==> src/rtl/waveform_gen_param.sv <==
// ---------------------------------------------------------------------------
// waveform_gen_param
//
// Multi-mode waveform generator driven by a trigger input. It can follow
// sig_in as a level, emit a one-shot pulse, run PWM gated by sig_in, or emit
// a counted burst of pulses. High/low lengths and the burst count are
// programmable at runtime and are latched when a sequence starts.
//
// Ports:
//   clk        system clock, rising edge
//   rst_n      synchronous active-low reset
//   enable     block enable; low forces IDLE and sig_out=0
//   sig_in     trigger / level input (same clock domain)
//   mode       0=FOLLOW, 1=ONESHOT, 2=PWM, 3=BURST
//   high_len   high-phase length in cycles (0 treated as 1)
//   low_len    low-phase length in cycles (0 treated as 1)
//   burst_cnt  pulses per burst (0 treated as 1)
//   sig_out    generated waveform, driven directly from a flop
//   busy       high while the sequencer is in HIGH or LOW
//   done       one-cycle pulse after a sequence completes
// ---------------------------------------------------------------------------
module waveform_gen_param #(
   parameter int unsigned CNT_W   = 8,
   parameter int unsigned BURST_W = 4
) (
   input  logic               clk,
   input  logic               rst_n,
   input  logic               enable,
   input  logic               sig_in,
   input  logic [1:0]         mode,
   input  logic [CNT_W-1:0]   high_len,
   input  logic [CNT_W-1:0]   low_len,
   input  logic [BURST_W-1:0] burst_cnt,
   output logic               sig_out,
   output logic               busy,
   output logic               done
);

   typedef enum logic [1:0] {
      ST_IDLE = 2'd0,
      ST_HIGH = 2'd1,
      ST_LOW  = 2'd2
   } state_e;

   typedef enum logic [1:0] {
      M_FOLLOW  = 2'd0,
      M_ONESHOT = 2'd1,
      M_PWM     = 2'd2,
      M_BURST   = 2'd3
   } mode_e;

   localparam logic [CNT_W-1:0]   CNT_ONE   = CNT_W'(1);
   localparam logic [BURST_W-1:0] BURST_ONE = BURST_W'(1);

   state_e               state_q,      state_d;
   mode_e                mode_q,       mode_d;
   logic [CNT_W-1:0]     high_q,       high_d;
   logic [CNT_W-1:0]     low_q,        low_d;
   logic [CNT_W-1:0]     phase_q,      phase_d;
   logic [BURST_W-1:0]   burst_left_q, burst_left_d;
   logic                 sig_dly_q,    sig_dly_d;
   logic                 sig_out_q,    sig_out_d;
   logic                 busy_q,       busy_d;
   logic                 done_q,       done_d;

   logic                 rise;
   mode_e                mode_live;
   logic [CNT_W-1:0]     high_eff;
   logic [CNT_W-1:0]     low_eff;
   logic [BURST_W-1:0]   burst_eff;

   always_comb begin
      mode_live = mode_e'(mode);
      high_eff  = (high_len  == '0) ? CNT_ONE   : high_len;
      low_eff   = (low_len   == '0) ? CNT_ONE   : low_len;
      burst_eff = (burst_cnt == '0) ? BURST_ONE : burst_cnt;
      // Edge history runs even while disabled so re-enabling with sig_in
      // already high does not look like a fresh rise.
      rise      = sig_in & ~sig_dly_q;

      state_d      = state_q;
      mode_d       = mode_q;
      high_d       = high_q;
      low_d        = low_q;
      phase_d      = phase_q;
      burst_left_d = burst_left_q;
      sig_dly_d    = sig_in;
      done_d       = 1'b0;

      if (!enable) begin
         state_d      = ST_IDLE;
         phase_d      = '0;
         burst_left_d = '0;
      end else begin
         case (state_q)
            ST_IDLE: begin
               if (rise && (mode_live != M_FOLLOW)) begin
                  mode_d       = mode_live;
                  high_d       = high_eff;
                  low_d        = low_eff;
                  phase_d      = high_eff - CNT_ONE;
                  burst_left_d = burst_eff - BURST_ONE;
                  state_d      = ST_HIGH;
               end
            end
            ST_HIGH: begin
               if (phase_q == '0) begin
                  if (mode_q == M_ONESHOT) begin
                     state_d = ST_IDLE;
                     done_d  = 1'b1;
                  end else begin
                     state_d = ST_LOW;
                     phase_d = low_q - CNT_ONE;
                  end
               end else begin
                  phase_d = phase_q - CNT_ONE;
               end
            end
            ST_LOW: begin
               if (phase_q == '0) begin
                  state_d = ST_IDLE;
                  done_d  = 1'b1;
                  // PWM samples the gate only at the period boundary, so a
                  // fall mid-period lets the current period finish.
                  if ((mode_q == M_PWM) && sig_in) begin
                     state_d = ST_HIGH;
                     phase_d = high_q - CNT_ONE;
                     done_d  = 1'b0;
                  end else if ((mode_q == M_BURST) && (burst_left_q != '0)) begin
                     state_d      = ST_HIGH;
                     phase_d      = high_q - CNT_ONE;
                     burst_left_d = burst_left_q - BURST_ONE;
                     done_d       = 1'b0;
                  end
               end else begin
                  phase_d = phase_q - CNT_ONE;
               end
            end
            default: begin
               state_d = ST_IDLE;
            end
         endcase
      end

      // Outputs are computed from the next state so they register together
      // with it; FOLLOW only applies while no sequence is active.
      if (!enable) begin
         sig_out_d = 1'b0;
      end else if (state_d == ST_IDLE) begin
         sig_out_d = (mode_live == M_FOLLOW) ? sig_in : 1'b0;
      end else begin
         sig_out_d = (state_d == ST_HIGH);
      end
      busy_d = (state_d != ST_IDLE);
   end

   always_ff @(posedge clk) begin
      if (!rst_n) begin
         state_q      <= ST_IDLE;
         mode_q       <= M_FOLLOW;
         high_q       <= '0;
         low_q        <= '0;
         phase_q      <= '0;
         burst_left_q <= '0;
         sig_dly_q    <= 1'b0;
         sig_out_q    <= 1'b0;
         busy_q       <= 1'b0;
         done_q       <= 1'b0;
      end else begin
         state_q      <= state_d;
         mode_q       <= mode_d;
         high_q       <= high_d;
         low_q        <= low_d;
         phase_q      <= phase_d;
         burst_left_q <= burst_left_d;
         sig_dly_q    <= sig_dly_d;
         sig_out_q    <= sig_out_d;
         busy_q       <= busy_d;
         done_q       <= done_d;
      end
   end

   assign sig_out = sig_out_q;
   assign busy    = busy_q;
   assign done    = done_q;

endmodule
==> config.mk <==
export PLATFORM = sky130hd
export DESIGN_NAME = waveform_gen_param
export DESIGN_NICKNAME = d
export VERILOG_FILES = /design/src/rtl/waveform_gen_param.sv
export SDC_FILE = /design/constraint.sdc
export NUM_CORES = 1
export LEC_CHECK = 0
export BUFFER_PORTS_ARGS = -buffer_cell sky130_fd_sc_hd__buf_2
export CORE_ASPECT_RATIO = 0.8
export CORE_MARGIN = 3
export CORE_UTILIZATION = 40
export DETAILED_ROUTE_END_ITERATION = 10
export MAX_ROUTING_LAYER = met4
export PLACE_DENSITY = 0.68
export SYNTH_ARGS = -nofsm -noshare
export SYNTH_HDL_FRONTEND = slang
export SYNTH_SLANG_ARGS = --single-unit
==> constraint.sdc <==
create_clock -name clk -period 5.1 [get_ports clk]
set_input_delay 1.02 -clock clk [delete_from_list [all_inputs] [get_ports clk]]
set_output_delay 1.02 -clock clk [all_outputs]
set_load 0.05 [all_outputs]
==> impl_results.md <==
- Post-route setup TNS: 0 ps
- WHS Path Cells: 2
- Total CTS buffers: 5
- Core ar.: roughly 6000 µm²
- DIE HEIGHT: 76.78 µm
- Clock root buffer: clkbuf_8
- Post-DRT Antenna Nets: 0
- Worst Setup Start Kind: flip-flop
- Placed inst area: approximately 2700 µm²
- Worst hold path class: reg -> reg
- Crit share post-route: 58.55%
- Setup bufs post-CTS: 0
- Post-cts sizing count: 0
- Via count: approximately 2,400
- Fill cell count: 597
- Initial DRC Count: 241
- Pre-CTS setup slack: 1985 ps
- DP HPWL: 4857 µm
- Worst r2r path cells: 7
- Max Slew Vio Count: 0
- Setup WS post-layout: approximately 2100 ps
- Unrepaired setup endpoints after global routing: false
- Total power: 0.6624 mW
- Post-Syn Area: 2505 µm²
- Mapped Nets: 355
- Final setup vio count: 0
- Worst Path Max Fanout: 16
- Clock buffer depth: 2
- F_max: 0.3349 GHz
- GRT overflow: 0
- Crit path time final: 2986 ps
- Post-synth EDFFs: 0
- Distinct cells, synth: around 60
- Pin count of the biggest net entering global routing: 22
- Final Wtd Congestion: between 0.8 and 0.9
- Post-synth top flop: dfxtp_1
- Width of the die: between 90 and 100 µm
- Initial Util: 41.93%
- CP endpoint kind: flip-flop
- Cell area after layout: around 2800 µm²
- Clock sink count: 36
- Gate family responsible for the most delay along the worst path: compound AO/OA/AOI/OAI gates
- Worst skew pair latency: ~300 ps
- Antenna Cells: 0
- Post-cts hold buffer count: 0
- Max_slew headroom: 32.29%
- Hold Fails Final Rpt: 0
- Mean Syn Cell Area: 7.852 µm²
- Post-Route WL: roughly 6400 µm
- Post-synth ARST share: 0%
- Critical path class: reg -> reg
- Clk pin slew, worst setup/hold paths: 80 ps
- Footprint of the multi-input gates: 1638 µm²
- Initial antenna violation count: 0
- GRT Total Usage: between 10% and 20%
- Num ports: 29
- Layout cells sized above 1: around 14%
- Fin Clk Skew: 5.237 ps
- Vias in the first global route: 2,149
- Dpl cells: 414
- Seq/Total Area, Yosys: ~29%
- TritonCTS clock tree: done
- #FFs+latches synth: 36
- Final non-filler cell total: 422
- Hold Slack: 493.2 ps
- DIE AREA: between 7000 and 8000 µm²
- H-tree Lvls: 2
- Worst path slowest cell: a311oi_2
- Synth warnings: 0
- PortBufs: 28
- Leakage: between 1 and 1.5 nW
- Max incr delay on CP: 910 ps
- Layout net count: 376
- Crit path cell chain: inv_1 > ha_1 > inv_1 > o21ai_0 > a311oi_2 > o21ai_0 > o221a_2
- Worst slew pin tran: 1016 ps
- Critical path arrival: 3180 ps
- Max Cap Violations: 0
- # DRC: 0
- DR pass1 iterations: 5
- Status: complete, no violations
- WP depth: 7
- WP buf/inv: 2
- Maximum vdd ir drop: 106.8 µV
- Mapped Cells: 319
- Num rows: 25
- PD cells: 240.4 nW/µm²
- Register area: 720.7 µm²
- Critical path data required time: 5290 ps
- Post-DR wirelength/cell: roughly 15 µm
- Vias per cell: approximately 5.7
- End-of-flow core utilization: 46.12%
- Area Overhead vs Synth: 9.990%
- First-pass GRT wire length: 10,500 µm
## sequential cells by signal, summed over array words and instances, names as in the netlist
name          count
sig_dly_q         1
low_q             8
mode_q            2
sig_out           1
high_q            8
busy              1
done              1
phase_q           8
burst_left_q      4
state_q           2
## worst paths after layout
kind	end	slack, ps	from
worst max-delay path	phase_q[5]	2110	state_q[0]
worst min-delay path	burst_left_q[3]	490	burst_left_q[3]
worst max register to register	phase_q[5]	2110	state_q[0]
worst min register to register	burst_left_q[3]	490	burst_left_q[3]
## layout by cell type, fill, tap and decap left out, types with 7 or more instances in the layout
master	count
nand2_1	46
or3_1	10
o21ai_0	19
dfxtp_1	36
nor2_1	18
inv_1	18
buf_2	28
a21oi_1	20
o31ai_1	7
nor3_1	13
a21boi_0	17
ha_1	10
## worst reg2reg max path, delay by kind of cell, from the launching register on
family	cells	cell delay (ps)
compound gates	4	1620
flops	1	370
fa+ha+maj	1	430
buf+inv	2	480
## metal layers
metal | routed length, µm | global-route usage, %
met3 | 387 | 3.725
met5 | 0 | -
met4 | 85 | 4.899
met2 | 2553 | 24.58
met1 | 3407 | 28.49
## synth_stat cells (2+ instances only)
library cell,count,share of area [%]
nand2_1,46,6.9
dfxtp_1,36,29
a21oi_1,20,4.0
o21ai_0,19,3.8
inv_1,18,2.7
nor2_1,18,2.7
a21boi_0,17,5.1
nor3_1,13,2.6
ha_1,10,5.0
or3_1,10,2.5
clkbuf_1,8,1.2
o31ai_1,7,2.1
a31oi_1,5,1.2
mux2i_1,5,2.0
nand2b_1,5,1.2
xnor2_1,5,1.7
xor2_1,5,1.7
nand3_1,4,0.80
nor4_1,4,1.0
o211ai_1,4,1.2
o21a_1,4,1.2
o221ai_1,4,1.4
or4_1,4,1.2
buf_2,3,0.60
buf_6,3,1.3
nand4_1,3,0.75
a211o_1,2,0.70
a2bb2oi_1,2,0.70
and2_1,2,0.50
nor3b_1,2,0.60
o211a_1,2,0.80
o31a_1,2,0.70
## power by group
group	internal, mW	switching (mW)
logic	0.0568	0.0942
registers	0.292	0.0134
clock network	0.0952	0.111
## cells by family after synthesis
| kind of cell | after synthesis | share of synthesized area [%] |
|---|---|---|
| buffers and inverters | 32 | 5.844 |
| adders and majority gates | 10 | 4.995 |
| AOI/OAI and AO/OA | 105 | 30.87 |
| muxes | 5 | 1.998 |
| and+or+nand+nor | 121 | 24.03 |
| DFF | 36 | 28.77 |
| xor gates and xnor gates | 10 | 3.496 |
## final cells by class
| type | instances | share of cell area (%) |
|---|---|---|
| clock buffer | 5 | 2.498 |
| clock inverter | 3 | 0.6812 |
| inverter | 18 | 2.452 |
| multi-input combinational | 251 | 59.45 |
| sequential | 36 | 26.16 |
| tap | 81 | 3.678 |
| timing repair buffer | 28 | 5.086 |
Note: power is estimated with default switching activity, not from simulation.
